## config.mk

```make
export PLATFORM = sky130hd
export DESIGN_NAME = muldiv_sequencer
export DESIGN_NICKNAME = d
export VERILOG_FILES = /design/src/rtl/muldiv_sequencer.sv
export SDC_FILE = /design/constraint.sdc
export NUM_CORES = 1
export LEC_CHECK = 0
export CAP_MARGIN = 5
export CORE_ASPECT_RATIO = 0.9
export CORE_UTILIZATION = 48
export DETAILED_ROUTE_END_ITERATION = 12
export PLACE_DENSITY = 0.7
export SETUP_SLACK_MARGIN = 0.05
export SLEW_MARGIN = 5
export SYNTH_ARGS = -nofsm -noshare
export SYNTH_HDL_FRONTEND = slang
export SYNTH_SLANG_ARGS = --single-unit
```

## constraint.sdc

```tcl
create_clock -name clk -period 3.5 [get_ports clk]
set_input_delay 0.35 -clock clk [delete_from_list [all_inputs] [get_ports clk]]
set_output_delay 0.35 -clock clk [all_outputs]
set_load 0.02 [all_outputs]
```

## src/rtl/muldiv_sequencer.sv

```systemverilog
// Multi-cycle MULT/DIV sequencer: iterative shift-add multiply and restoring divide into HI/LO.
// Optional MULDIV_SIGNED_EN build macro switches to two's-complement operands via magnitude/sign fix-up.
module muldiv_sequencer #(
  parameter int WIDTH = 32
) (
  input  logic             clk,
  input  logic             reset,
  input  logic             start,
  input  logic [2:0]       alu_ctrl,
  input  logic [WIDTH-1:0] op_a,
  input  logic [WIDTH-1:0] op_b,
  output logic             busy,
  output logic             done,
  output logic             div_by_zero,
  output logic [WIDTH-1:0] hi,
  output logic [WIDTH-1:0] lo,
  output logic [1:0]       dbg_state
);

  localparam int CW = $clog2(WIDTH + 1);
  localparam logic [2:0] ALU_MULT = 3'b101;
  localparam logic [2:0] ALU_DIV  = 3'b110;

  typedef enum logic [1:0] {
    S_IDLE   = 2'd0,
    S_CALC   = 2'd1,
    S_FINISH = 2'd2
  } state_t;

  state_t state, state_nxt;

  logic [CW-1:0]      cnt;
  logic [2*WIDTH-1:0] acc;
  logic [2*WIDTH-1:0] acc_step;
  logic [WIDTH-1:0]   opnd;
  logic               is_div;
  logic               dbz_q;
  logic [WIDTH-1:0]   mag_a;
  logic [WIDTH-1:0]   mag_b;
  logic [WIDTH-1:0]   res_hi;
  logic [WIDTH-1:0]   res_lo;
  logic [WIDTH:0]     mul_sum;
  logic [WIDTH:0]     div_shift;
  logic [WIDTH:0]     div_diff;
  logic               legal_op;
  logic               accept;
  logic               dbz_accept;

  // Handshake: start is a request taken only in IDLE with a legal alu_ctrl (no queueing);
  // done is a one-cycle valid for hi/lo and has no backpressure.
  assign legal_op   = (alu_ctrl == ALU_MULT) || (alu_ctrl == ALU_DIV);
  assign accept     = (state == S_IDLE) && start && legal_op;
  assign dbz_accept = accept && (alu_ctrl == ALU_DIV) && (op_b == '0);

`ifdef MULDIV_SIGNED_EN
  logic               a_neg_q;
  logic               b_neg_q;
  logic [2*WIDTH-1:0] prod;

  assign mag_a = op_a[WIDTH-1] ? -op_a : op_a;
  assign mag_b = op_b[WIDTH-1] ? -op_b : op_b;

  always_ff @(posedge clk) begin
    if (reset) begin
      a_neg_q <= 1'b0;
      b_neg_q <= 1'b0;
    end else if (accept) begin
      a_neg_q <= op_a[WIDTH-1];
      b_neg_q <= op_b[WIDTH-1];
    end
  end

  // Quotient negates on differing signs; remainder follows the dividend's sign.
  always_comb begin
    prod   = acc;
    res_hi = acc[2*WIDTH-1:WIDTH];
    res_lo = acc[WIDTH-1:0];
    if (is_div) begin
      if (a_neg_q ^ b_neg_q) res_lo = -acc[WIDTH-1:0];
      if (a_neg_q)           res_hi = -acc[2*WIDTH-1:WIDTH];
    end else if (a_neg_q ^ b_neg_q) begin
      prod   = -acc;
      res_hi = prod[2*WIDTH-1:WIDTH];
      res_lo = prod[WIDTH-1:0];
    end
  end
`else
  assign mag_a  = op_a;
  assign mag_b  = op_b;
  assign res_hi = acc[2*WIDTH-1:WIDTH];
  assign res_lo = acc[WIDTH-1:0];
`endif

  // One iteration of either algorithm; acc holds {upper, lower} or {rem, quot}.
  always_comb begin
    mul_sum   = {1'b0, acc[2*WIDTH-1:WIDTH]} + {1'b0, opnd};
    div_shift = {acc[2*WIDTH-1:WIDTH], acc[WIDTH-1]};
    div_diff  = div_shift - {1'b0, opnd};
    acc_step  = acc;
    if (is_div) begin
      if (!div_diff[WIDTH]) acc_step = {div_diff[WIDTH-1:0], acc[WIDTH-2:0], 1'b1};
      else                  acc_step = {div_shift[WIDTH-1:0], acc[WIDTH-2:0], 1'b0};
    end else begin
      if (acc[0]) acc_step = {mul_sum, acc[WIDTH-1:1]};
      else        acc_step = {1'b0, acc[2*WIDTH-1:1]};
    end
  end

  always_ff @(posedge clk) begin
    if (reset) state <= S_IDLE;
    else       state <= state_nxt;
  end

  always_comb begin
    state_nxt = state;
    case (state)
      S_IDLE: begin
        if (accept) state_nxt = dbz_accept ? S_FINISH : S_CALC;
      end
      S_CALC: begin
        if (cnt == CW'(1)) state_nxt = S_FINISH;
      end
      S_FINISH: state_nxt = S_IDLE;
      default:  state_nxt = S_IDLE;
    endcase
  end

  always_comb begin
    busy      = (state == S_CALC) || (state == S_FINISH);
    dbg_state = state;
  end

  always_ff @(posedge clk) begin
    if (reset) begin
      cnt         <= '0;
      acc         <= '0;
      opnd        <= '0;
      is_div      <= 1'b0;
      dbz_q       <= 1'b0;
      done        <= 1'b0;
      div_by_zero <= 1'b0;
      hi          <= '0;
      lo          <= '0;
    end else begin
      done <= 1'b0;
      case (state)
        S_IDLE: begin
          if (accept) begin
            is_div      <= (alu_ctrl == ALU_DIV);
            dbz_q       <= dbz_accept;
            div_by_zero <= 1'b0;
            cnt         <= CW'(WIDTH);
            if (dbz_accept) begin
              // Divide-by-zero result is staged directly, bypassing the core.
              acc  <= {op_a, {WIDTH{1'b1}}};
              opnd <= '0;
            end else if (alu_ctrl == ALU_DIV) begin
              acc  <= {{WIDTH{1'b0}}, mag_a};
              opnd <= mag_b;
            end else begin
              acc  <= {{WIDTH{1'b0}}, mag_b};
              opnd <= mag_a;
            end
          end
        end
        S_CALC: begin
          cnt <= cnt - CW'(1);
          acc <= acc_step;
        end
        S_FINISH: begin
          done <= 1'b1;
          if (dbz_q) begin
            hi          <= acc[2*WIDTH-1:WIDTH];
            lo          <= acc[WIDTH-1:0];
            div_by_zero <= 1'b1;
          end else begin
            hi <= res_hi;
            lo <= res_lo;
          end
        end
        default: ;
      endcase
    end
  end

endmodule

```

==> results of run 1 <==
logic make-up (layout without fill, tap and decap cells):
kind of cell	count (synthesis)	count (layout)
AND/OR/NAND/NOR	402	402
buffers and inverters	159	277
AO/OA/AOI/OAI	456	456
flip-flops	172	172
adder cells (fa/ha/maj)	71	71
XOR/XNOR	55	55
other	0	1
multiplexers	180	180
synthesized netlist by cell type (5+ instances only):
master	number
sky130_fd_sc_hd__a21o_1	24
sky130_fd_sc_hd__o211ai_1	17
sky130_fd_sc_hd__nor4_1	13
sky130_fd_sc_hd__and2_1	9
sky130_fd_sc_hd__dfxtp_1	172
sky130_fd_sc_hd__a211o_1	7
sky130_fd_sc_hd__o21bai_1	7
sky130_fd_sc_hd__nor2_1	148
sky130_fd_sc_hd__o21ai_0	76
sky130_fd_sc_hd__a31oi_1	11
sky130_fd_sc_hd__a211oi_1	20
sky130_fd_sc_hd__xnor2_1	27
sky130_fd_sc_hd__a22oi_1	7
sky130_fd_sc_hd__a221oi_2	5
sky130_fd_sc_hd__xor2_1	27
sky130_fd_sc_hd__mux2i_1	170
sky130_fd_sc_hd__a21oi_1	150
sky130_fd_sc_hd__buf_1	16
sky130_fd_sc_hd__clkbuf_1	77
sky130_fd_sc_hd__ha_1	69
sky130_fd_sc_hd__buf_2	7
sky130_fd_sc_hd__nand3_1	18
sky130_fd_sc_hd__and3_1	5
sky130_fd_sc_hd__nand4_1	12
sky130_fd_sc_hd__o21a_1	13
sky130_fd_sc_hd__mux2_2	6
sky130_fd_sc_hd__inv_1	55
sky130_fd_sc_hd__a221oi_1	56
sky130_fd_sc_hd__nor2b_1	11
sky130_fd_sc_hd__a311oi_1	11
sky130_fd_sc_hd__nand2_1	145
sky130_fd_sc_hd__nor3_1	17
sky130_fd_sc_hd__nand2b_1	9
sequential cells by signal, indices dropped and copies added, names as in the netlist:
register and flops:
opnd 32, done 1, is_div 1, dbz_q 1, div_by_zero 1, dbg_state 2
lo 32, hi 32, acc 64, cnt 6
power groups by stage:
stage               registers (uW)  logic (uW)  clock network [uW]
floorplan                     2370        3750                   0
global route                  2390        5850                2000
finish                        2370        5440                1910
detailed placement            2400        5280                   0
global placement              2400        5250                   0
CTS                           2360        5320                1940
routing by layer:
metal / up-vias / GRT usage, %
met5: - / 0
met1: 5806 / 46.0
met4: 0 / 8.79
met2: 619 / 45.5
met3: 70 / 8.21
li1: 5702 / -
per-stage QoR:
stage | setup slack [ns] | area (sq um) | util (%)
3_3_place_gp | 0.377 | 14000 | 57.0
4_1_cts | 0.269 | 14600 | 59.4
6_report | 0.249 | 14600 | 59.4
2_1_floorplan | 0.556 | 12100 | -
3_5_place_dp | 0.300 | 14000 | 57.0
5_1_grt | 0.0618 | 14600 | 59.4
layout make-up:
type	instances	area [sq um]
tap	336	420
clock inverter	14	151
inverter	55	206
fill	2226	9950
timing repair buffer	191	1810
multi-input combinational	1164	8110
antenna	1	2.50
sequential	172	3450
clock buffer	17	425
worst paths after layout:
check / start / endpoint / cells after the start
worst max-delay path: opnd[16] / acc[61] / 11
worst min-delay path: reset / is_div / 2
worst max register to register: opnd[16] / acc[61] / 11
worst min register to register: hi[20] / hi[20] / 2
==> results.json, run 1 <==
{
  "syn_area_per_cell_sq_um": 8.09,
  "layout.nets": 1742,
  "grt_setup_unrepaired": "false",
  "top_reg_cell_synth": "sky130_fd_sc_hd__dfxtp_1",
  "maxSlewHeadroom_pct": 22.2,
  "post-route-drc-count": 0,
  "grt_first_pass_wirelength_um": 64300,
  "main_combinational_cell_family_by_area_after_synthesis": "compound AO/OA/AOI/OAI gates",
  "synth_top_cell_area_share_pct": 28.5,
  "top_layer_used": "met4",
  "synthesis.yosys.warnings": 0,
  "crit_path_start_kind": "flop",
  "power.share.clock_pct": 19.7,
  "ios": 139,
  "fin_worst_skew_ns": 0.0126,
  "wl_per_cell_um": 21.0,
  "path_clk_slew_ns": 0.07,
  "dr_total_vias": 12197,
  "internal_power_uw": 5350,
  "cp_top_family": "compound AO/OA/AOI/OAI gates",
  "ys_top_cells_by_area": "sky130_fd_sc_hd__dfxtp_1 (28%), sky130_fd_sc_hd__mux2i_1 (14%), sky130_fd_sc_hd__ha_1 (7.1%)",
  "crit_chain": "inv_1 -> ha_1 -> a21oi_1 -> o211ai_1 -> a221oi_2 -> a2bb2oi_1 -> a31oi_1 -> o21a_1 -> nor3_1 -> o21ai_0 -> a211oi_1",
  "place.gp.congestion": 0.949,
  "grt_antenna_before_repair": 1,
  "floorplan.initialDensity_pct": 49.3,
  "holdBufCountCts": 0,
  "cap_violations": 0,
  "place.detailed.hpwl_um": 29900,
  "grt_use_total_pct": 31.6,
  "area.growth.synth_to_final_pct": 20.4,
  "detailroute.wirelength.met2_um": 17000,
  "fp.coreArea_sq_um": 24500,
  "mostFrequentLayoutCell": "sky130_fd_sc_hd__dfxtp_1",
  "timing.setup.tns_ns": 0,
  "routed_via_density": 6.25,
  "reg2reg_setup_slack_ns": 0.25,
  "slew_violations": 0,
  "synth-simple-area-share_pct": 14.6,
  "postCtsResizedCells": 0,
  "min_path_type": "in2reg",
  "ys_seq_elements": 172,
  "worst-endpoint-arrival_ns": 3.60,
  "total_grt_overflow": 0,
  "port-buffer-count": 138,
  "row_cnt": 54,
  "cts_max_level": 4,
  "power_leakage_uw": 0.00593,
  "antenna_violating_nets_post_route": 0,
  "setup-violations-final": 0,
  "buffer_count_from_post_cts_setup_fixing": 0,
  "swShare_pct": 44.9,
  "peakVddDrop_mv": 0.729,
  "clk-insertion-delay-late_ns": 0.45,
  "synth.yosys.seq_area_share_pct": 28.5,
  "maximum_clock_path_buffer_count": 2,
  "cp_max_stage_cell": "sky130_fd_sc_hd__dfxtp_1",
  "synth_area_sq_um": 12100,
  "tritoncts_clock_tree": "built",
  "drt_iter0_markers": 1439,
  "fin_total_pwr_uw": 9720,
  "clkSinkCount": 172,
  "numCtsBuffers": 17,
  "met1Wirelength_um": 18600,
  "syn-num-nets": 1636,
  "p_switching_uw": 4360,
  "die_width_um": 169,
  "yosys.cell_types.count": 76,
  "synthAdderAreaFrac_pct": 7.46,
  "run_status": "finished clean",
  "timing.critical_path.required_ns": 3.85,
  "synth_edf_count": 0,
  "mostFrequentLayoutCells": "sky130_fd_sc_hd__dfxtp_1 (171), sky130_fd_sc_hd__mux2i_1 (170), sky130_fd_sc_hd__a21oi_1 (149)",
  "timing.final.hold_violations": 0,
  "grt_pass1_vias": 11432,
  "power.density_cell_area_nw_per_um2": 667,
  "detail_route.first_pass.iterations": 6,
  "fin_cells": 1950,
  "die_h_um": 153,
  "grt_max_degree": 88,
  "timing.critical_path.slowest_cell_delay_ns": 0.43,
  "timing_worst_slew_pin_value_ns": 1.17,
  "finalCritPeriodShare_pct": 92.9,
  "place_inst": 1918,
  "ctsRootBufferMaster": "sky130_fd_sc_hd__clkbuf_16",
  "synth_xor_xnor_area_share_pct": 4.04,
  "layout_cell_share_with_drive_strength_beyond_1_pct": 7.75,
  "final_period_minus_worst_setup_slack_ns": 3.25,
  "async_reset_ff_share_pct": 0,
  "post_synthesis_mux_area_share_pct": 15.1,
  "endpoint_kind": "flop",
  "die_area_sq_um": 25900,
  "setup.worst_path.class": "reg2reg",
  "path_max_fanout": 8,
  "met3_wirelength_um": 4480,
  "worstPathBufferInverterCount": 1,
  "comb_power_share_pct": 55.9,
  "fmaxAchievable_mhz": 308,
  "final.hold.worst_slack_ns": 0.269,
  "final_wirelength_um": 41000,
  "power.share.sequential_pct": 24.3,
  "synth_compound_gate_area_share_pct": 25.2,
  "postSynthCellCount": 1495,
  "synth.largest_area_cell": "sky130_fd_sc_hd__dfxtp_1"
}
No activity file was read; power rests on OpenSTA's default activity.
==> run 2: changes to the inputs <==
--- a/config.mk
+++ b/config.mk
@@ -5,11 +5,13 @@
 export SDC_FILE = /design/constraint.sdc
 export NUM_CORES = 1
 export LEC_CHECK = 0
+export ABC_AREA = 1
 export CAP_MARGIN = 5
 export CORE_ASPECT_RATIO = 0.9
 export CORE_UTILIZATION = 48
 export DETAILED_ROUTE_END_ITERATION = 12
-export PLACE_DENSITY = 0.7
+export HOLD_SLACK_MARGIN = 0.05
+export PLACE_DENSITY = 0.69
 export SETUP_SLACK_MARGIN = 0.05
 export SLEW_MARGIN = 5
 export SYNTH_ARGS = -nofsm -noshare
==> run 2 against run 1 <==
  * Total power up 56%
  * Flip-flop and latch count is the same
  * Critical path type unchanged
  * Cell count rose by 49%
==> results.json, run 2 <==
{
  "grt_setup_unrepaired": "false",
  "min_path_type": "reg2reg",
  "grt_pass1_vias": 14523,
  "setup-violations-final": 0,
  "postSynthCellCount": 2428,
  "row_cnt": 59,
  "die_area_sq_um": 30000,
  "postCtsResizedCells": 0,
  "setup.worst_path.class": "reg2reg",
  "final_period_minus_worst_setup_slack_ns": 3.13,
  "synth_edf_count": 0,
  "tritoncts_clock_tree": "built",
  "crit_path_start_kind": "flop",
  "synth_area_sq_um": 14100,
  "path_max_fanout": 33,
  "path_clk_slew_ns": 0.08,
  "syn_area_per_cell_sq_um": 5.80,
  "timing.critical_path.required_ns": 3.81,
  "power_leakage_uw": 0.00789,
  "fin_cells": 2901,
  "holdBufCountCts": 0,
  "place.detailed.hpwl_um": 43500,
  "detail_route.first_pass.iterations": 6,
  "grt_max_degree": 130,
  "place.gp.congestion": 1.07,
  "area.growth.synth_to_final_pct": 15.1,
  "dr_total_vias": 15935,
  "synth.largest_area_cell": "sky130_fd_sc_hd__dfxtp_1",
  "port-buffer-count": 138,
  "synth_top_cell_area_share_pct": 24.5,
  "run_status": "finished clean",
  "synthMostInstantiatedCell": "sky130_fd_sc_hd__nand2_1",
  "timing_worst_slew_pin_value_ns": 1.21,
  "num_antenna_cells": 0,
  "mostFrequentLayoutCell": "sky130_fd_sc_hd__nand2_1",
  "layout.nets": 2633,
  "post-route-drc-count": 0,
  "antenna_violating_nets_post_route": 0,
  "die_h_um": 164,
  "routed_via_density": 5.49,
  "timing.setup.tns_ns": 0,
  "yosys-top-cells-count": "sky130_fd_sc_hd__nand2_1 (737), sky130_fd_sc_hd__inv_1 (415), sky130_fd_sc_hd__o21ai_0 (192)",
  "maximum_clock_path_buffer_count": 2,
  "mostFrequentLayoutCells": "sky130_fd_sc_hd__nand2_1 (737), sky130_fd_sc_hd__inv_1 (414), sky130_fd_sc_hd__o21ai_0 (192)",
  "fin_worst_skew_ns": 0.0174,
  "reg2reg_setup_slack_ns": 0.37,
  "ios": 139,
  "numCtsBuffers": 17,
  "ctsRootBufferMaster": "sky130_fd_sc_hd__clkbuf_16",
  "endpoint_kind": "flop",
  "ys_top_cells_by_area": "sky130_fd_sc_hd__dfxtp_1 (24%), sky130_fd_sc_hd__nand2_1 (20%), sky130_fd_sc_hd__inv_1 (11%)",
  "grt_use_total_pct": 37.3,
  "power.density_cell_area_nw_per_um2": 934,
  "maxSlewHeadroom_pct": 19.5,
  "synth.yosys.seq_area_share_pct": 24.5,
  "clk-insertion-delay-late_ns": 0.46,
  "yosys.cell_types.count": 41,
  "wl_per_cell_um": 19.4,
  "synthesis.yosys.warnings": 0,
  "largest-register": "acc",
  "grt_antenna_before_repair": 0,
  "peakVddDrop_mv": 0.597,
  "floorplan.initialDensity_pct": 48.7,
  "clkSinkCount": 172,
  "total_grt_overflow": 0,
  "largest_register_ff_count": 64,
  "grt_first_pass_wirelength_um": 84200,
  "syn-num-nets": 2569,
  "place_inst": 2869,
  "cap_violations": 0,
  "cts_max_level": 4,
  "async_reset_ff_share_pct": 0,
  "top_reg_cell_synth": "sky130_fd_sc_hd__dfxtp_1",
  "fin_total_pwr_uw": 15100,
  "final_wirelength_um": 56400,
  "layout_cell_share_with_drive_strength_beyond_1_pct": 3.27,
  "worst-endpoint-arrival_ns": 3.44,
  "die_width_um": 182,
  "slew_violations": 0,
  "timing.final.hold_violations": 0,
  "fmaxAchievable_mhz": 320,
  "buffer_count_from_post_cts_setup_fixing": 0,
  "drt_iter0_markers": 1513,
  "finalCritPeriodShare_pct": 89.4,
  "ys_seq_elements": 172,
  "fp.coreArea_sq_um": 28900
}
==> run 2: cell count changes in the layout (fill, tap and decap cells not counted), sizes merged, moves of 60 or more <==
cell    previous run  this run
nand2            145       745
a221oi            61         1
mux2i            170         0
o21ai             80       226
inv               62       426
nand3             18       135
==> run 2: layout make-up <==
type	instances	area, sq um
Fill cell	3034	12700
Multi-Input combinational cell	1720	8540
Sequential cell	172	3440
Inverter	421	1580
Timing Repair Buffer	160	1570
Tap cell	396	495
Clock buffer	18	429
Clock inverter	14	134
==> run 2: metal layers <==
layer | wire length (um) | part of all wire, % | global-route usage (%)
met4 | 2900 | 5.1 | 19.4
met1 | 24600 | 44 | 49.1
met2 | 24600 | 44 | 58.5
met3 | 4270 | 7.6 | 6.79
met5 | 0 | 0 | 0
==> run 2: report_power, final <==
group          switching (uW)  total (uW)  internal [uW]
Combinational            7050       10300           3240
Clock                     943        1940            997
Sequential                438        2910           2470
Total                    8430       15100           6700
==> run 2: kinds of logic (layout without fill, tap and decap cells) <==
kind of cell             count (synthesis)  count (layout)  share of synthesized area (%)
AND/OR/NAND/NOR                       1114            1114                           32.9
buffers and inverters                  536             613                           15.0
AO/OA/AOI/OAI                          504             504                           19.3
flip-flops                             172             172                           24.5
adder cells (fa/ha/maj)                 71              71                           6.42
XOR/XNOR                                31              31                           1.93
==> run 2: stage by stage <==
step / hold slack, ns / utilization (%) / worst slack (ns) / area [sq um]
6_report: 0.485 / 56.1 / 0.372 / 16200
5_1_grt: 0.504 / 56.1 / 0.174 / 16200
3_3_place_gp: 0.463 / 54.2 / 0.509 / 15600
3_5_place_dp: 0.477 / 54.2 / 0.451 / 15600
2_1_floorplan: 0.443 / - / 1.23 / 14100
4_1_cts: 0.485 / 56.1 / 0.446 / 16200
==> run 2: worst max-delay path, cell delays in order (launching register included) <==
cell	delay [ns]
sky130_fd_sc_hd__dfxtp_1	0.33
sky130_fd_sc_hd__inv_1	0.08
sky130_fd_sc_hd__ha_1	0.24
sky130_fd_sc_hd__fa_1	0.44
sky130_fd_sc_hd__inv_1	0.10
sky130_fd_sc_hd__nand2_1	0.05
sky130_fd_sc_hd__nand2_1	0.07
sky130_fd_sc_hd__nand3_1	0.08
sky130_fd_sc_hd__nand2_2	0.12
sky130_fd_sc_hd__nand2_1	0.07
sky130_fd_sc_hd__nand2_2	0.09
sky130_fd_sc_hd__nand2_2	0.07
sky130_fd_sc_hd__nand2_2	0.08
sky130_fd_sc_hd__nand2_4	0.24
sky130_fd_sc_hd__nand2_4	0.44
sky130_fd_sc_hd__nand2_1	0.16
sky130_fd_sc_hd__nand3_1	0.10
sky130_fd_sc_hd__nand2_1	0.07
sky130_fd_sc_hd__nand2_1	0.07
sky130_fd_sc_hd__a21oi_1	0.06
==> run 2: worst paths after layout <==
path,start,endpoint,cells past startpoint
setup / recovery,acc[31],acc[56],19
hold / removal,cnt[3],cnt[3],2
setup reg to reg,acc[31],acc[56],19
hold reg to reg,cnt[3],cnt[3],2
==> run 3: changes to the inputs <==
--- a/config.mk
+++ b/config.mk
@@ -7,12 +7,13 @@
 export LEC_CHECK = 0
 export ABC_AREA = 1
 export CAP_MARGIN = 5
+export CELL_PAD_IN_SITES_DETAIL_PLACEMENT = 1
+export CELL_PAD_IN_SITES_GLOBAL_PLACEMENT = 2
 export CORE_ASPECT_RATIO = 0.9
-export CORE_UTILIZATION = 48
+export CORE_UTILIZATION = 31
 export DETAILED_ROUTE_END_ITERATION = 12
 export HOLD_SLACK_MARGIN = 0.05
-export PLACE_DENSITY = 0.69
-export SETUP_SLACK_MARGIN = 0.05
+export PLACE_DENSITY_LB_ADDON = 0.1
 export SLEW_MARGIN = 5
 export SYNTH_ARGS = -nofsm -noshare
 export SYNTH_HDL_FRONTEND = slang
==> constraint.sdc (replaced) <==
create_clock -name clk -period 3.5 [get_ports clk]
set_input_delay 0.7 -clock clk [delete_from_list [all_inputs] [get_ports clk]]
set_output_delay 0.7 -clock clk [all_outputs]
set_load 0.02 [all_outputs]
==> run 3 against run 2 <==
  * Flip-flop and latch count is the same
  * Sequential share of layout area fell by 0.45 points
  * Critical path depth unchanged
  * Combinational power rose by 5%
  * Hold slack gained 0.0054 ns
  * Total power up 4.7%
  * Clock-buffer cell count rose by 2
  * Register-to-register slack worse by 0.12 ns
  * Non-clock buffer count grew 5
  * Worst setup slack got worse by 0.12 ns
  * Routed wire length increased by 15%
  * Cell count up 7.0%
  * Critical path type unchanged
  * Critical endpoint is now acc[51]
  * Largest cell class unchanged
==> results.json, run 3 (synthesized netlist as in run 2, its figures left out) <==
{
  "run_status": "finished clean",
  "die_area_sq_um": 46200,
  "worstReg2RegStart": "acc[31]",
  "cap_violations": 0,
  "holdBufCountCts": 0,
  "grt_use_total_pct": 28.1,
  "power_leakage_uw": 0.00795,
  "hold-path-endpoint": "cnt[3]",
  "detail_route.first_pass.iterations": 5,
  "timing.critical_path.slowest_cell_delay_ns": 0.46,
  "fin_cells": 3105,
  "total_grt_overflow": 0,
  "antenna_violating_nets_post_route": 0,
  "fin_worst_skew_ns": 0.00625,
  "path_max_fanout": 33,
  "final_period_minus_worst_setup_slack_ns": 3.25,
  "numCtsBuffers": 17,
  "final.hold.worst_slack_ns": 0.490,
  "cts_max_level": 4,
  "crit_chain": "inv_1 -> ha_1 -> fa_1 -> inv_1 -> nand2_1 -> nand2_1 -> nand3_1 -> nand2_2 -> nand2_1 -> nand2_2 -> nand2_2 -> nand2_2 -> nand2_4 -> nand2_4 -> nand2_1 -> nand3_1 -> nand2_1 -> nand2_1 -> a21oi_1",
  "place_inst": 3078,
  "routed_via_density": 5.11,
  "place.detailed.hpwl_um": 50900,
  "worst_flop_to_flop_path_endpoint": "acc[51]",
  "endpoint_kind": "flop",
  "place.gp.congestion": 0.906,
  "timing_worst_slew_pin_value_ns": 1.26,
  "row_cnt": 73,
  "timing.setup.tns_ns": 0,
  "port-buffer-count": 138,
  "area.growth.synth_to_final_pct": 17.6,
  "grt_antenna_before_repair": 1,
  "hp-start": "cnt[3]",
  "maximum_clock_path_buffer_count": 2,
  "buffer_count_from_post_cts_setup_fixing": 0,
  "min_path_type": "reg2reg",
  "peakVddDrop_mv": 0.795,
  "finalCritPeriodShare_pct": 92.8,
  "largest-register": "acc",
  "maxSlewHeadroom_pct": 16.2,
  "drt_iter0_markers": 1091,
  "floorplan.initialDensity_pct": 31.6,
  "layout.nets": 2638,
  "clkSinkCount": 172,
  "ctsRootBufferMaster": "sky130_fd_sc_hd__clkbuf_16",
  "grt_max_degree": 116,
  "largest_register_ff_count": 64,
  "dr_total_vias": 15854,
  "setup-violations-final": 0,
  "path_clk_slew_ns": 0.07,
  "clk-insertion-delay-late_ns": 0.46,
  "die_width_um": 227,
  "tritoncts_clock_tree": "built",
  "timing.critical_path.mode_cell": "sky130_fd_sc_hd__nand2_1",
  "fp.coreArea_sq_um": 44500,
  "layout_cell_share_with_drive_strength_beyond_1_pct": 3.31,
  "hold_path_depth": 2,
  "slew_violations": 0,
  "crit_path_start_kind": "flop",
  "fin_total_pwr_uw": 15900,
  "timing.final.hold_violations": 0,
  "mostFrequentLayoutCell": "sky130_fd_sc_hd__nand2_1",
  "grt_first_pass_wirelength_um": 96700,
  "worstPathBufferInverterCount": 2,
  "post-route-drc-count": 0,
  "ios": 139,
  "mostFrequentLayoutCells": "sky130_fd_sc_hd__nand2_1 (737), sky130_fd_sc_hd__inv_1 (414), sky130_fd_sc_hd__o21ai_0 (192)",
  "num_antenna_cells": 0,
  "final_wirelength_um": 64700,
  "reg2reg_depth": 19,
  "fmaxAchievable_mhz": 308,
  "final_core_occ_pct": 37.2,
  "reg2reg_setup_slack_ns": 0.25,
  "setup.worst_path.class": "reg2reg",
  "worst-endpoint-arrival_ns": 3.57,
  "timing.critical_path.required_ns": 3.82,
  "power.density_cell_area_nw_per_um2": 958,
  "grt_pass1_vias": 15927,
  "postCtsResizedCells": 0,
  "die_h_um": 204,
  "cp_max_stage_cell": "sky130_fd_sc_hd__fa_1",
  "wl_per_cell_um": 20.8,
  "cp_top_family": "simple AND/OR/NAND/NOR gates",
  "grt_setup_unrepaired": "false"
}
[run 3: changes by cell type in the layout (fill, tap and decap cells not counted), moves of 2 or more]
cell / previous run / this run
sky130_fd_sc_hd__bufinv_16: 1 / 4
sky130_fd_sc_hd__clkbuf_8: 0 / 2
sky130_fd_sc_hd__buf_4: 20 / 23
sky130_fd_sc_hd__inv_8: 2 / 0
sky130_fd_sc_hd__buf_12: 2 / 4
sky130_fd_sc_hd__clkinv_2: 4 / 2
sky130_fd_sc_hd__inv_6: 4 / 0
sky130_fd_sc_hd__clkinvlp_4: 3 / 0
[run 3: worst max-delay path by stage]
stage | startpoint | to | cells past startpoint
global placement | acc[31] | acc[51] | 19
global route | acc[31] | acc[57] | 20
finish | acc[31] | acc[51] | 19
detailed placement | alu_ctrl[2] | opnd[6] | 12
floorplan | acc[31] | acc[38] | 20
CTS | acc[31] | acc[51] | 19
[run 3: per-stage QoR]
| step | setup slack [ns] | cell area [sq um] |
|---|---|---|
| 3_5_place_dp | 0.263 | 15900 |
| 3_3_place_gp | 0.317 | 15900 |
| 6_report | 0.253 | 16500 |
| 2_1_floorplan | 1.23 | 14100 |
| 4_1_cts | 0.250 | 16500 |
| 5_1_grt | 0.0170 | 16500 |
[run 3: worst reg2reg max path: stages (launching register included)]
cell                      delay (ns)
sky130_fd_sc_hd__dfxtp_1        0.33
sky130_fd_sc_hd__inv_1          0.11
sky130_fd_sc_hd__ha_1           0.29
sky130_fd_sc_hd__fa_1           0.46
sky130_fd_sc_hd__inv_1          0.11
sky130_fd_sc_hd__nand2_1        0.06
sky130_fd_sc_hd__nand2_1        0.10
sky130_fd_sc_hd__nand3_1        0.09
sky130_fd_sc_hd__nand2_2        0.16
sky130_fd_sc_hd__nand2_1        0.08
sky130_fd_sc_hd__nand2_2        0.11
sky130_fd_sc_hd__nand2_2        0.08
sky130_fd_sc_hd__nand2_2        0.08
sky130_fd_sc_hd__nand2_4        0.17
sky130_fd_sc_hd__nand2_4        0.40
sky130_fd_sc_hd__nand2_1        0.17
sky130_fd_sc_hd__nand3_1        0.10
sky130_fd_sc_hd__nand2_1        0.07
sky130_fd_sc_hd__nand2_1        0.06
sky130_fd_sc_hd__a21oi_1        0.07
[run 3: where the power goes]
part	switching (uW)	total (uW)	internal, uW	leakage, uW
combinational	7560	10800	3280	0.00625
sequential	445	2910	2470	0.00140
clock	882	2100	1210	0.000294
total	8890	15900	6970	0.00795
[run 3: cell type report]
| class | instances | area (sq um) |
|---|---|---|
| sequential | 172 | 3440 |
| clock inverter | 7 | 143 |
| multi-input combinational | 1720 | 8540 |
| clock buffer | 20 | 457 |
| inverter | 421 | 1580 |
| tap | 600 | 751 |
| timing repair buffer | 165 | 1630 |
| fill | 5985 | 27900 |
[run 3: metal layers]
metal | share of wire, % | track usage [%]
met4 | 3.2 | 9.60
met2 | 47 | 47.3
met1 | 46 | 36.9
met3 | 3.3 | 3.19
met5 | 0 | 0
